--- config.mk ---
export PLATFORM = sky130hd
export DESIGN_NAME = mem_port_arbiter
export DESIGN_NICKNAME = d
export VERILOG_FILES = /design/src/rtl/mem_arb_pkg.sv /design/src/rtl/arb_streak_cnt.sv /design/src/rtl/mem_port_arbiter.sv
export SDC_FILE = /design/constraint.sdc
export NUM_CORES = 1
export LEC_CHECK = 0
export CAP_MARGIN = 40
export CORE_AREA = 2 2 94 96
export CTS_BUF_LIST = sky130_fd_sc_hd__clkbuf_8
export DETAILED_ROUTE_END_ITERATION = 16
export DIE_AREA = 0 0 96 98
export GPL_TIMING_DRIVEN = 0
export PLACE_DENSITY_LB_ADDON = 0.05
export SYNTH_ARGS = -nofsm -noshare
export SYNTH_HDL_FRONTEND = slang
export SYNTH_SLANG_ARGS = --single-unit
--- constraint.sdc ---
create_clock -name clk -period 1.9 [get_ports clk]
set_input_delay 0.38 -clock clk [delete_from_list [all_inputs] [get_ports clk]]
set_output_delay 0.38 -clock clk [all_outputs]
set_load 0.005 [all_outputs]
--- src/rtl/mem_arb_pkg.sv ---
// mem_arb_pkg: shared types and defaults for the memory port arbiter
package mem_arb_pkg;
    localparam int MEM_AW_DEF          = 8;
    localparam int MAX_DATA_STREAK_DEF = 4;
    typedef enum logic [1:0] {RSP_NONE, RSP_IF, RSP_D} rsp_e;
endpackage

--- src/rtl/arb_streak_cnt.sv ---
// arb_streak_cnt: saturating count of consecutive data wins on a conflict
//   inc    - count one more conflict won by the data port (ignored at max)
//   clr    - restart the streak (IF port was granted)
//   at_max - streak has reached MAX, IF must win the next conflict
module arb_streak_cnt #(
    parameter int MAX = 4
) (
    input  logic clk,
    input  logic reset,
    input  logic inc,
    input  logic clr,
    output logic at_max
);
    localparam int CW = MAX > 0 ? $clog2(MAX + 1) : 1;
    logic [CW-1:0] cnt_q, cnt_d;
    assign at_max = cnt_q == CW'(MAX);
    assign cnt_d  = clr ? '0 : (inc && !at_max) ? cnt_q + 1'b1 : cnt_q;
    always_ff @(posedge clk) begin
        if (reset) cnt_q <= '0;
        else       cnt_q <= cnt_d;
    end
endmodule

--- src/rtl/mem_port_arbiter.sv ---
// mem_port_arbiter: shares one single-port memory between IF and data requesters
//   if_req/if_addr -> if_gnt, stall_if, if_rvalid/if_rdata (read one cycle later)
//   d_req/d_we/d_addr/d_wdata -> d_gnt, d_rvalid/d_rdata, d_err (pulse, rejected access)
//   mem_en/mem_we/mem_addr/mem_wdata -> memory strobe; mem_rdata valid the cycle after a read
module mem_port_arbiter
    import mem_arb_pkg::*;
#(
    parameter int MAX_DATA_STREAK = MAX_DATA_STREAK_DEF,
    parameter int MEM_AW          = MEM_AW_DEF
) (
    input  logic              clk,
    input  logic              reset,
    input  logic              if_req,
    input  logic [31:0]       if_addr,
    output logic              if_gnt,
    output logic              if_rvalid,
    output logic [31:0]       if_rdata,
    input  logic              d_req,
    input  logic              d_we,
    input  logic [31:0]       d_addr,
    input  logic [31:0]       d_wdata,
    output logic              d_gnt,
    output logic              d_rvalid,
    output logic [31:0]       d_rdata,
    output logic              d_err,
    output logic              mem_en,
    output logic              mem_we,
    output logic [MEM_AW-1:0] mem_addr,
    output logic [31:0]       mem_wdata,
    input  logic [31:0]       mem_rdata,
    output logic              stall_if
);
    logic d_ill, d_win, if_win, at_max, err_q, err_d;
    rsp_e rsp_q, rsp_d;
    // An illegal data access is acknowledged without touching memory, so the IF port may use it.
    assign d_ill  = d_req && (d_addr[1:0] != 2'b00 || d_addr[31:MEM_AW+2] != '0);
    assign d_win  = !reset && d_req && !d_ill && (!if_req || !at_max);
    assign if_win = !reset && if_req && !d_win;
    assign if_gnt    = if_win;
    assign d_gnt     = d_win || (!reset && d_ill);
    assign mem_en    = d_win || if_win;
    assign mem_we    = d_win && d_we;
    assign mem_addr  = d_win ? d_addr[MEM_AW+1:2] : if_win ? if_addr[MEM_AW+1:2] : '0;
    assign mem_wdata = reset ? '0 : d_wdata;
    assign stall_if  = !reset && if_req && !if_win;
    assign rsp_d = if_win ? RSP_IF : (d_win && !d_we) ? RSP_D : RSP_NONE;
    assign err_d = !reset && d_ill;
    always_ff @(posedge clk) begin
        if (reset) begin
            rsp_q <= RSP_NONE;
            err_q <= 1'b0;
        end else begin
            rsp_q <= rsp_d;
            err_q <= err_d;
        end
    end
    assign if_rvalid = !reset && rsp_q == RSP_IF;
    assign d_rvalid  = !reset && rsp_q == RSP_D;
    assign if_rdata  = if_rvalid ? mem_rdata : '0;
    assign d_rdata   = d_rvalid ? mem_rdata : '0;
    assign d_err     = !reset && err_q;
    // Only a data win on a real conflict extends the streak; any IF grant ends it.
    arb_streak_cnt #(.MAX(MAX_DATA_STREAK)) u_streak (
        .clk   (clk),
        .reset (reset),
        .inc   (d_win && if_req),
        .clr   (if_win),
        .at_max(at_max)
    );
endmodule

==> metrics.log, run 1 <==
INFO  metric met3_wirelength = 952 µm
INFO  metric clock_tree.htree_level_count = 1
INFO  metric areaGrowthSynthToFinish = 206%
INFO  metric ff2ff_setup_slack = 90 ps
INFO  metric report.final.setup_viol = 13
INFO  metric worstPathMaxFanout = 3
INFO  metric syn-num-nets = 315
INFO  metric drt.antenna.violating_nets = 0
INFO  metric die_height = 98 µm
INFO  metric clk_latency = 220 ps
INFO  metric maximum_clock_insertion_buffer_count = 2
INFO  metric io-pin-count = 245
INFO  metric worst_setup_path_end_kind = primary output
INFO  metric critical_path_end = mem_addr[4]
INFO  metric mostFrequentLayoutCells = 102 x sky130_fd_sc_hd__clkdlybuf4s50_1, 64 x sky130_fd_sc_hd__and2_1, 38 x sky130_fd_sc_hd__dlygate4sd2_1, 33 x sky130_fd_sc_hd__nor2b_1, 26 x sky130_fd_sc_hd__clkbuf_2
INFO  metric static-leakage-power = 1.90 nW
INFO  metric grt_overflow_total = 0
INFO  metric grt_setup_unrepaired = yes
INFO  metric postLayoutSetupSlackWorst = -330 ps
INFO  metric synth.yosys.warnings = 0
INFO  metric pre_cts_slack = -1220 ps
INFO  metric synth.top_cell.area_share = 32.8%
INFO  metric route.top_layer_used = met5
INFO  metric cp_slowest_stage_delay = 270 ps
INFO  metric route.layer.met1.wl = 2.34 mm
INFO  metric cts_tree = yes
INFO  metric min_hold_slack = 418 ps
INFO  metric floorplan.die.width = 96 µm
INFO  metric hold_viol_final = 0
INFO  metric die_area = 0.00941 mm²
INFO  metric critical_path_buf_inv_count = 5
INFO  metric r2r_start = u_streak.cnt_q[0]
INFO  metric worst_hold_path.num_cells = 2
INFO  metric synth.lib_cells_used.distinct = 30
INFO  metric dpl_wire_length = 6.10 mm
INFO  metric finalSetupTns = -3200 ps
INFO  metric synth.area.top_cells = sky130_fd_sc_hd__and2_1 33%, sky130_fd_sc_hd__nor2b_1 17%, sky130_fd_sc_hd__dfxtp_1 9.8%
INFO  metric gp_routability_congestion = 0.708
INFO  metric max-cap-violations = 0
INFO  metric p_per_area = 205 mW/mm²
INFO  metric tightestPinTransition = 348 ps
INFO  metric vias = 2015
INFO  metric cts_sinks = 6
INFO  metric timing.critical_path.required = 1520 ps
INFO  metric syn_inst = 180
INFO  metric synthesis.area_per_instance = 6.78 µm²
INFO  metric ir_drop = 0.250 mV
INFO  metric post-route-drc-count = 0
INFO  metric path_depth = 9
INFO  metric fmax = 448 MHz
INFO  metric critical_path.reg2reg.endpoint = u_streak.cnt_q[2]
INFO  metric cp_data_arrival_time = 1850 ps
INFO  metric dp_cells = 507
INFO  metric via_per_inst = 3.77
INFO  metric hold_path_class = input pin to flip-flop
INFO  metric synth.yosys.seq_area_share = 9.85%
INFO  metric worstSetupStartpoint = d_addr[25]
INFO  metric final-max-slew-violation-count = 0
INFO  metric finalCriticalPeriod = 2230 ps
INFO  metric clock_skew = 0.569 ps
INFO  metric crit_family = simple AND/OR/NAND/NOR gates
INFO  metric numCtsBuffers = 3
INFO  metric finalWirelength = 7.07 mm
INFO  metric grt_resource_usage_total = 13.6%
INFO  metric met2_length = 3.73 mm
INFO  metric postSynthRegisterBits = 6
INFO  metric maxSlewHeadroom = 76.8%
INFO  metric cts_root_buffer = sky130_fd_sc_hd__clkbuf_8
INFO  metric port_buffers = 219
INFO  metric clk_transition_reported_paths = 40 ps
INFO  metric cts-hold-fix-buffers = 0
INFO  metric timing.critical_path.cells = buf_6 -> nor4_4 -> nand4_1 -> nor3_4 -> buf_6 -> buf_6 -> buf_6 -> mux2i_1 -> buf_2
INFO  metric start_kind = input pin
INFO  metric run_status = finished with violations
INFO  metric mostFrequentLayoutCell = sky130_fd_sc_hd__clkdlybuf4s50_1
INFO  metric initial_cell_density_of_the_core = 14.4%
INFO  metric synth_area_leader_cell = sky130_fd_sc_hd__and2_1
INFO  metric final_min_period_over_clock_period = 117%
INFO  metric netlist_area = 0.00122 mm²
INFO  metric via_count_of_the_first_global_routing_pass = 1905
INFO  metric critical-path-slowest-cell = sky130_fd_sc_hd__nor3_4
INFO  metric grt_first_pass_wirelength = 10.0 mm
INFO  metric post_route_cells_drive_above_1_share = 26.5%
INFO  metric fp.coreArea = 0.00847 mm²
INFO  metric violations = negative setup slack
INFO  metric critical_path_class = input pin to primary output
INFO  metric crit_top_cell = sky130_fd_sc_hd__buf_6
INFO  metric grt_antenna_before_repair = 2
INFO  metric placement_rows = 34
INFO  metric detailedRoute.firstPassIterationCount = 4
INFO  metric final_cell_count_no_fill = 535
INFO  metric nets = 563
INFO  metric routed_wire_length_per_instance = 13.2 µm
INFO  metric grt_max_degree = 11
INFO  metric worst_r2r_path_depth = 7
INFO  metric drt_iter0_drc = 12
## cells by family (layout without fill, tap and decap cells)
family,Yosys count,after routing,synth area share (%)
and+or+nand+nor,133,133,67.2
AOI/OAI and AO/OA,6,6,5.13
DFF,6,6,9.85
adders and majority gates,2,2,2.05
other,0,1,0
buffers and inverters,25,271,9.23
muxes,8,8,6.56
## area by class of cell
| type | count | area, µm² |
|---|---|---|
| flip-flops and latches | 6 | 124 |
| repair buffers | 244 | 2180 |
| inverters | 11 | 41.3 |
| plain buffers | 13 | 148 |
| fillers | 900 | 4730 |
| well taps | 108 | 135 |
| multi-input cells | 149 | 1070 |
| clock buffers | 3 | 41.3 |
| diodes | 1 | 2.50 |
## registers in the layout, summed over array words and instances (netlist names)
name,flops
u_streak.cnt_q,3
rsp_q,2
err_q,1
## synthesized netlist by cell type, drive strengths merged
| library cell | count |
|---|---|
| a2111oi | 1 |
| a21o | 1 |
| a21oi | 1 |
| and2 | 64 |
| and2b | 1 |
| and4b | 1 |
| buf | 4 |
| clkbuf | 10 |
| dfxtp | 6 |
| ha | 2 |
| inv | 11 |
| mux2i | 8 |
| nand2 | 12 |
| nand2b | 2 |
| nand3 | 1 |
| nand3b | 1 |
| nand4 | 1 |
| nor2 | 6 |
| nor2b | 34 |
| nor3 | 1 |
| nor3b | 2 |
| nor4 | 6 |
| o21a | 1 |
| o22ai | 1 |
| o32ai | 1 |
| or3 | 1 |
## routing by layer
| metal | track usage (%) | vias to the layer above |
|---|---|---|
| li1 | - | 1054 |
| met1 | 13.1 | 847 |
| met2 | 27.0 | 108 |
| met3 | 5.79 | 4 |
| met4 | 1.10 | 2 |
| met5 | 0 | - |
## power breakdown
part           switching [mW]  internal (mW)
sequential            0.00138          0.129
combinational           0.131          0.318
clock                  0.0504          0.136
## repair_timing
item | in CTS | in global routing
buffers inserted | 25 | 2
gates resized for setup | 282 | 60
pin swaps | 14 | 1
hold endpoints to repair | 0 | 0
gates cloned | 2 | 0
setup endpoints to repair | 113 | 66
## worst min-delay path by stage
stage / startpoint / end / slack [ps]
6_report: if_req / u_streak.cnt_q[0] / 420
2_1_floorplan: d_we / rsp_q[1] / 450
4_1_cts: if_req / u_streak.cnt_q[0] / 420
3_5_place_dp: u_streak.cnt_q[1] / u_streak.cnt_q[1] / 510
3_3_place_gp: u_streak.cnt_q[1] / u_streak.cnt_q[1] / 490
5_1_grt: if_req / u_streak.cnt_q[2] / 430
## stage by stage
stage / area (µm²) / util (%) / power, mW
after floorplan: 1220 / - / 0.227
after global placement: 3550 / 41.9 / 0.598
after detailed placement: 3550 / 41.9 / 0.599
after CTS: 3800 / 44.9 / 0.774
after global routing: 3740 / 44.1 / 0.814
final: 3740 / 44.2 / 0.766
Power figures use the tool's default switching activity.
==> run 2: changes to the inputs <==
--- a/config.mk
+++ b/config.mk
@@ -5,6 +5,7 @@
 export SDC_FILE = /design/constraint.sdc
 export NUM_CORES = 1
 export LEC_CHECK = 0
+export ABC_AREA = 1
 export CAP_MARGIN = 40
 export CORE_AREA = 2 2 94 96
 export CTS_BUF_LIST = sky130_fd_sc_hd__clkbuf_8
==> metrics.log, run 2 <==
INFO  metric run_status = finished with violations
INFO  metric routed_wire_length_per_instance = 10.8 µm
INFO  metric syn-num-nets = 409
INFO  metric max-cap-violations = 0
INFO  metric postSynthRegisterBits = 6
INFO  metric grt_first_pass_wirelength = 10.8 mm
INFO  metric synth.area.top_cells = sky130_fd_sc_hd__nor2_1 37%, sky130_fd_sc_hd__inv_1 25%, sky130_fd_sc_hd__dfxtp_1 9.9%
INFO  metric netlist_area = 0.00122 mm²
INFO  metric die_height = 98 µm
INFO  metric drt_iter0_drc = 33
INFO  metric hold_path_class = flip-flop to flip-flop
INFO  metric static-leakage-power = 2.42 nW
INFO  metric final_cell_count_no_fill = 649
INFO  metric layout.core_utilization = 46.3%
INFO  metric p_per_area = 208 mW/mm²
INFO  metric synth.most_common_cell = sky130_fd_sc_hd__nor2_1
INFO  metric report.final.setup_viol = 3
INFO  metric port_buffers = 219
INFO  metric ir_drop = 0.161 mV
INFO  metric pre_cts_slack = -697 ps
INFO  metric clock_tree.htree_level_count = 1
INFO  metric synth.lib_cells_used.distinct = 16
INFO  metric synth.top_cells.by_count = 120 x sky130_fd_sc_hd__nor2_1, 80 x sky130_fd_sc_hd__inv_1, 26 x sky130_fd_sc_hd__nand2_1
INFO  metric min_hold_slack = 495 ps
INFO  metric final-max-slew-violation-count = 0
INFO  metric switchingPower = 225 µW
INFO  metric placement_rows = 34
INFO  metric via_count_of_the_first_global_routing_pass = 2384
INFO  metric clock_power_share = 23.6%
INFO  metric cp_data_arrival_time = 1520 ps
INFO  metric gp_routability_congestion = 0.711
INFO  metric largest_register_ff_count = 3
INFO  metric worstPathMaxFanout = 5
INFO  metric clk_latency = 220 ps
INFO  metric synthesis.area_per_instance = 4.45 µm²
INFO  metric floorplan.die.width = 96 µm
INFO  metric fmax = 525 MHz
INFO  metric critical_path_class = input pin to primary output
INFO  metric vias = 2498
INFO  metric edff_count_synth = 0
INFO  metric clk_transition_reported_paths = 40 ps
INFO  metric areaGrowthSynthToFinish = 221%
INFO  metric cts_root_buffer = sky130_fd_sc_hd__clkbuf_8
INFO  metric tightestPinTransition = 269 ps
INFO  metric maximum_clock_insertion_buffer_count = 2
INFO  metric cellInternalPower = 591 µW
INFO  metric post_route_cells_drive_above_1_share = 26.1%
INFO  metric worst_setup_path_end_kind = primary output
INFO  metric max_flop_register = u_streak.cnt_q
INFO  metric power.share.combinational = 60.3%
INFO  metric timing.critical_path.required = 1520 ps
INFO  metric insertedDiodeCount = 0
INFO  metric synth.yosys.seq_area_share = 9.86%
INFO  metric final_min_period_over_clock_period = 100%
INFO  metric synth_area_leader_cell = sky130_fd_sc_hd__nor2_1
INFO  metric synth.top_cell.area_share = 37.0%
INFO  metric switching_share = 27.6%
INFO  metric die_area = 0.00941 mm²
INFO  metric postLayoutSetupSlackWorst = -3.35 ps
INFO  metric initial_cell_density_of_the_core = 14.4%
INFO  metric grt_max_degree = 11
INFO  metric grt_overflow_total = 0
INFO  metric mostFrequentLayoutCell = sky130_fd_sc_hd__nor2_1
INFO  metric via_per_inst = 3.85
INFO  metric grt_antenna_before_repair = 0
INFO  metric finalWirelength = 7.01 mm
INFO  metric io-pin-count = 245
INFO  metric mostFrequentLayoutCells = 113 x sky130_fd_sc_hd__nor2_1, 108 x sky130_fd_sc_hd__clkdlybuf4s50_1, 78 x sky130_fd_sc_hd__inv_1, 39 x sky130_fd_sc_hd__dlygate4sd2_1, 38 x sky130_fd_sc_hd__buf_4
INFO  metric post-route-drc-count = 0
INFO  metric syn_inst = 274
INFO  metric maxSlewHeadroom = 82.1%
INFO  metric hold_viol_final = 0
INFO  metric violations = negative setup slack
INFO  metric dp_cells = 601
INFO  metric grt_setup_unrepaired = yes
INFO  metric nets = 678
INFO  metric cts_sinks = 6
INFO  metric layout_top_registers = u_streak.cnt_q (3), rsp_q (2), err_q (1)
INFO  metric ys_async_sr_fraction = 0%
INFO  metric grt_resource_usage_total = 14.0%
INFO  metric synth_flop_cell = sky130_fd_sc_hd__dfxtp_1
INFO  metric dpl_wire_length = 5.39 mm
INFO  metric seq_power_share = 16.1%
INFO  metric finalCriticalPeriod = 1900 ps
INFO  metric synth.yosys.warnings = 0
INFO  metric cts_tree = yes
INFO  metric start_kind = input pin
INFO  metric drt.antenna.violating_nets = 0
INFO  metric clock_skew = 0.333 ps
INFO  metric fp.coreArea = 0.00847 mm²
INFO  metric detailedRoute.firstPassIterationCount = 4
INFO  metric numCtsBuffers = 3
-- run 2: cell count changes after synthesis, sizes merged, moves of 4 or more --
cell,previous run,this run
and2,64,0
clkbuf,10,6
inv,11,83
mux2i,8,0
nand2,12,28
nand3,1,14
nand4,1,5
nor2,6,122
nor2b,34,0
nor4,6,0
-- run 2: worst max-delay path: stages --
cell	delay (ps)
sky130_fd_sc_hd__clkdlybuf4s15_1	160
sky130_fd_sc_hd__nor2_1	90
sky130_fd_sc_hd__nand4_1	170
sky130_fd_sc_hd__nor2_4	230
sky130_fd_sc_hd__nand2_4	110
sky130_fd_sc_hd__nand2_8	120
sky130_fd_sc_hd__inv_8	50
sky130_fd_sc_hd__nand2_1	50
sky130_fd_sc_hd__nand2_1	40
sky130_fd_sc_hd__buf_2	120
-- run 2: cell families (layout without fill, tap and decap cells) --
| logic type | Yosys count | after routing | synth area share (%) |
|---|---|---|---|
| adders and majority gates | 2 | 2 | 2.05 |
| buffers and inverters | 95 | 362 | 30.3 |
| AOI/OAI and AO/OA | 1 | 1 | 0.410 |
| DFF | 6 | 6 | 9.86 |
| and+or+nand+nor | 170 | 170 | 57.4 |
-- run 2: timing repair --
item / CTS / global route
pin swaps: 26 / 20
setup endpoints to repair: 77 / 73
gates cloned: 4 / 0
buffers inserted: 36 / 6
hold buffers: 0 / 0
resized for setup: 226 / 87
-- run 2: layer usage --
metal	vias up	wire, µm	track usage [%]
li1	1292	-	-
met1	1063	2390	13.4
met2	139	3680	28.2
met3	4	923	4.94
met4	0	22	1.87
met5	-	0	0
-- run 2: layout make-up --
type,instances,area [µm²]
flip-flops and latches,6,124
inverters,83,324
well taps,108,135
fillers,917,4550
clock buffers,3,41.3
plain buffers,12,128
multi-input cells,173,820
repair buffers,263,2330
repair inverters,1,11.3
-- run 2: metrics by stage --
step | cell area [µm²] | setup TNS (ps) | total power, mW
final | 3920 | -4.15 | 0.816
after global routing | 3920 | -997 | 0.882
after CTS | 3830 | 0 | 0.811
after detailed placement | 3550 | -24640 | 0.611
after global placement | 3550 | -23490 | 0.609
after floorplan | 1220 | 0 | 0.248
-- run 2: path summary, 6_finish.rpt --
| check | start | end | slack (ps) | cells past startpoint |
|---|---|---|---|---|
| hold reg to reg | u_streak.cnt_q[1] | u_streak.cnt_q[1] | 500 | 2 |
| setup reg to reg | u_streak.cnt_q[1] | u_streak.cnt_q[2] | 490 | 10 |
| setup / recovery | d_addr[0] | mem_addr[7] | -3 | 10 |
| hold / removal | u_streak.cnt_q[1] | u_streak.cnt_q[1] | 500 | 2 |
-- run 2: power groups by stage --
stage / clock network [mW] / registers [mW] / logic, mW
floorplan: 0 / 0.132 / 0.116
global placement: 0 / 0.132 / 0.478
detailed placement: 0 / 0.132 / 0.479
CTS: 0.197 / 0.131 / 0.483
global route: 0.210 / 0.131 / 0.541
finish: 0.193 / 0.131 / 0.492
==> run 3: changes to the inputs <==
--- a/config.mk
+++ b/config.mk
@@ -7,11 +7,13 @@
 export LEC_CHECK = 0
 export ABC_AREA = 1
 export CAP_MARGIN = 40
-export CORE_AREA = 2 2 94 96
+export CORE_AREA = 2 2 95 97
 export CTS_BUF_LIST = sky130_fd_sc_hd__clkbuf_8
 export DETAILED_ROUTE_END_ITERATION = 16
-export DIE_AREA = 0 0 96 98
+export DIE_AREA = 0 0 97 99
+export DONT_BUFFER_PORTS = 1
 export GPL_TIMING_DRIVEN = 0
+export HOLD_SLACK_MARGIN = 0.12
 export PLACE_DENSITY_LB_ADDON = 0.05
 export SYNTH_ARGS = -nofsm -noshare
 export SYNTH_HDL_FRONTEND = slang
==> metrics.log, run 3 (synthesized netlist as in run 2, its figures left out) <==
INFO  metric grt.met2_usage = 16.6%
INFO  metric crit_top_cell = sky130_fd_sc_hd__nand3_2
INFO  metric vias = 1554
INFO  metric start_kind = flip-flop
INFO  metric grt_max_degree = 11
INFO  metric critical_path_class = flip-flop to primary output
INFO  metric clk_transition_reported_paths = 40 ps
INFO  metric p_per_area = 318 mW/mm²
INFO  metric r2r_start = u_streak.cnt_q[0]
INFO  metric placement_rows = 34
INFO  metric cts_tree = yes
INFO  metric die_height = 99 µm
INFO  metric critical_path.reg2reg.endpoint = u_streak.cnt_q[0]
INFO  metric cp_data_arrival_time = 1370 ps
INFO  metric worstSetupStartpoint = u_streak.cnt_q[0]
INFO  metric worst_r2r_path_depth = 10
INFO  metric port_buffers = 0
INFO  metric insertedDiodeCount = 0
INFO  metric crit_family = simple AND/OR/NAND/NOR gates
INFO  metric max_flop_register = u_streak.cnt_q
INFO  metric worstPathMaxFanout = 5
INFO  metric global_route.usage.met3 = 1.91%
INFO  metric timing.critical_path.cells = inv_1 -> ha_2 -> nand3_2 -> nand3_2 -> inv_2 -> nand2_4 -> buf_4 -> nor2_1
INFO  metric post_route_cells_drive_above_1_share = 10.6%
INFO  metric clock_skew = 0.868 ps
INFO  metric post-route-drc-count = 0
INFO  metric final-max-slew-violation-count = 0
INFO  metric grt_antenna_before_repair = 0
INFO  metric drt_iter0_drc = 28
INFO  metric top_usage_layer = met2
INFO  metric maxSlewHeadroom = 71.2%
INFO  metric grt_overflow_total = 0
INFO  metric critical-path-slowest-cell = sky130_fd_sc_hd__dfxtp_2
INFO  metric dp_cells = 382
INFO  metric holdCritStartpoint = d_we
INFO  metric detailedRoute.firstPassIterationCount = 4
INFO  metric gp_routability_congestion = 0.664
INFO  metric mostFrequentLayoutCells = 119 x sky130_fd_sc_hd__nor2_1, 80 x sky130_fd_sc_hd__inv_1, 25 x sky130_fd_sc_hd__nand2_1, 12 x sky130_fd_sc_hd__nand3_1, 7 x sky130_fd_sc_hd__buf_4
INFO  metric clk_latency = 220 ps
INFO  metric floorplan.die.width = 97 µm
INFO  metric grt_first_pass_wirelength = 5.76 mm
INFO  metric hold_end = rsp_q[1]
INFO  metric final_cell_count_no_fill = 390
INFO  metric io-pin-count = 245
INFO  metric critical_path_buf_inv_count = 3
INFO  metric via_per_inst = 3.98
INFO  metric nets = 419
INFO  metric worst_setup_path_end_kind = primary output
INFO  metric cp_slowest_stage_delay = 330 ps
INFO  metric via_count_of_the_first_global_routing_pass = 1251
INFO  metric dpl_wire_length = 3.79 mm
INFO  metric tightestPinTransition = 432 ps
INFO  metric globalRouteMet1Util = 6.64%
INFO  metric finalCriticalPeriod = 1750 ps
INFO  metric run_status = completed
INFO  metric fmax = 572 MHz
INFO  metric areaGrowthSynthToFinish = 20.7%
INFO  metric report.final.setup_viol = 0
INFO  metric finalSetupTns = 0 ps
INFO  metric ir_drop = 0.147 mV
INFO  metric cts_sinks = 6
INFO  metric initial_cell_density_of_the_core = 14.3%
INFO  metric timing.critical_path.required = 1520 ps
INFO  metric static-leakage-power = 0.933 nW
INFO  metric die_area = 0.00960 mm²
INFO  metric drt.antenna.violating_nets = 0
INFO  metric ff2ff_setup_slack = 620 ps
INFO  metric mostFrequentLayoutCell = sky130_fd_sc_hd__nor2_1
INFO  metric max-cap-violations = 0
INFO  metric largest_register_ff_count = 3
INFO  metric maximum_clock_insertion_buffer_count = 2
INFO  metric clock_tree.htree_level_count = 1
INFO  metric cts_root_buffer = sky130_fd_sc_hd__clkbuf_8
INFO  metric final_min_period_over_clock_period = 92.0%
INFO  metric worst_hold_path.num_cells = 1
INFO  metric finalWirelength = 4.32 mm
INFO  metric numCtsBuffers = 3
INFO  metric layout_top_registers = u_streak.cnt_q (3), rsp_q (2), err_q (1)
INFO  metric grt_resource_usage_total = 7.44%
INFO  metric hold_path_class = input pin to flip-flop
INFO  metric fp.coreArea = 0.00855 mm²
INFO  metric grt_setup_unrepaired = no
INFO  metric routed_wire_length_per_instance = 11.1 µm
INFO  metric hold_viol_final = 0
-- run 3: cell count changes in the layout (fill, tap and decap cells not counted), sizes merged --
cell and delta:
clkdlybuf4s50 -108, buf -66, dlygate4sd2 -39, clkbuf -23
dlymetal6s2s -12, clkdlybuf4s15 -10, inv -1
-- run 3: how the worst max path moves through the flow --
| stage | depth (start not counted) | end |
|---|---|---|
| 2_1_floorplan | 10 | mem_addr[0] |
| 5_1_grt | 4 | d_rdata[9] |
| 3_3_place_gp | 5 | d_rdata[13] |
| 3_5_place_dp | 5 | d_rdata[1] |
| 4_1_cts | 4 | d_rdata[1] |
| 6_report | 8 | stall_if |
-- run 3: cell type report --
type	count	area, µm²
plain buffers	12	65.1
clock buffers	3	41.3
fillers	999	7080
inverters	83	317
multi-input cells	173	753
flip-flops and latches	6	123
well taps	108	135
repair buffers	5	37.5
-- run 3: routing by layer --
| metal | share of wire, % | up-vias |
|---|---|---|
| met5 | 0 | - |
| met3 | 8.5 | 2 |
| met1 | 35 | 652 |
| li1 | - | 771 |
| met2 | 56 | 129 |
| met4 | 0.49 | 0 |
-- run 3: report_power, final --
part	internal, mW	switching, mW	total (mW)
clock network	0.136	0.0535	0.190
logic	0.0452	0.102	0.148
registers	0.129	0.00142	0.130
total	0.310	0.157	0.467
-- run 3: through the flow --
stage	hold slack, ps	utilization, %	worst slack [ps]	cell area [µm²]	total power [mW]
final	240	17.2	152	1470	0.467
after global routing	240	17.2	22.5	1470	0.510
after CTS	233	16.4	4.51	1400	0.476
after detailed placement	468	15.8	17.7	1350	0.276
after global placement	456	15.8	36.1	1350	0.279
after floorplan	452	-	351	1220	0.248
-- run 3: timing repair --
item                                    CTS  global route
endpoints found under the setup margin    8            38
buffers inserted                          0             5
pin swaps                                 0             1
hold buffers                              0             0
resized for setup                         3            12
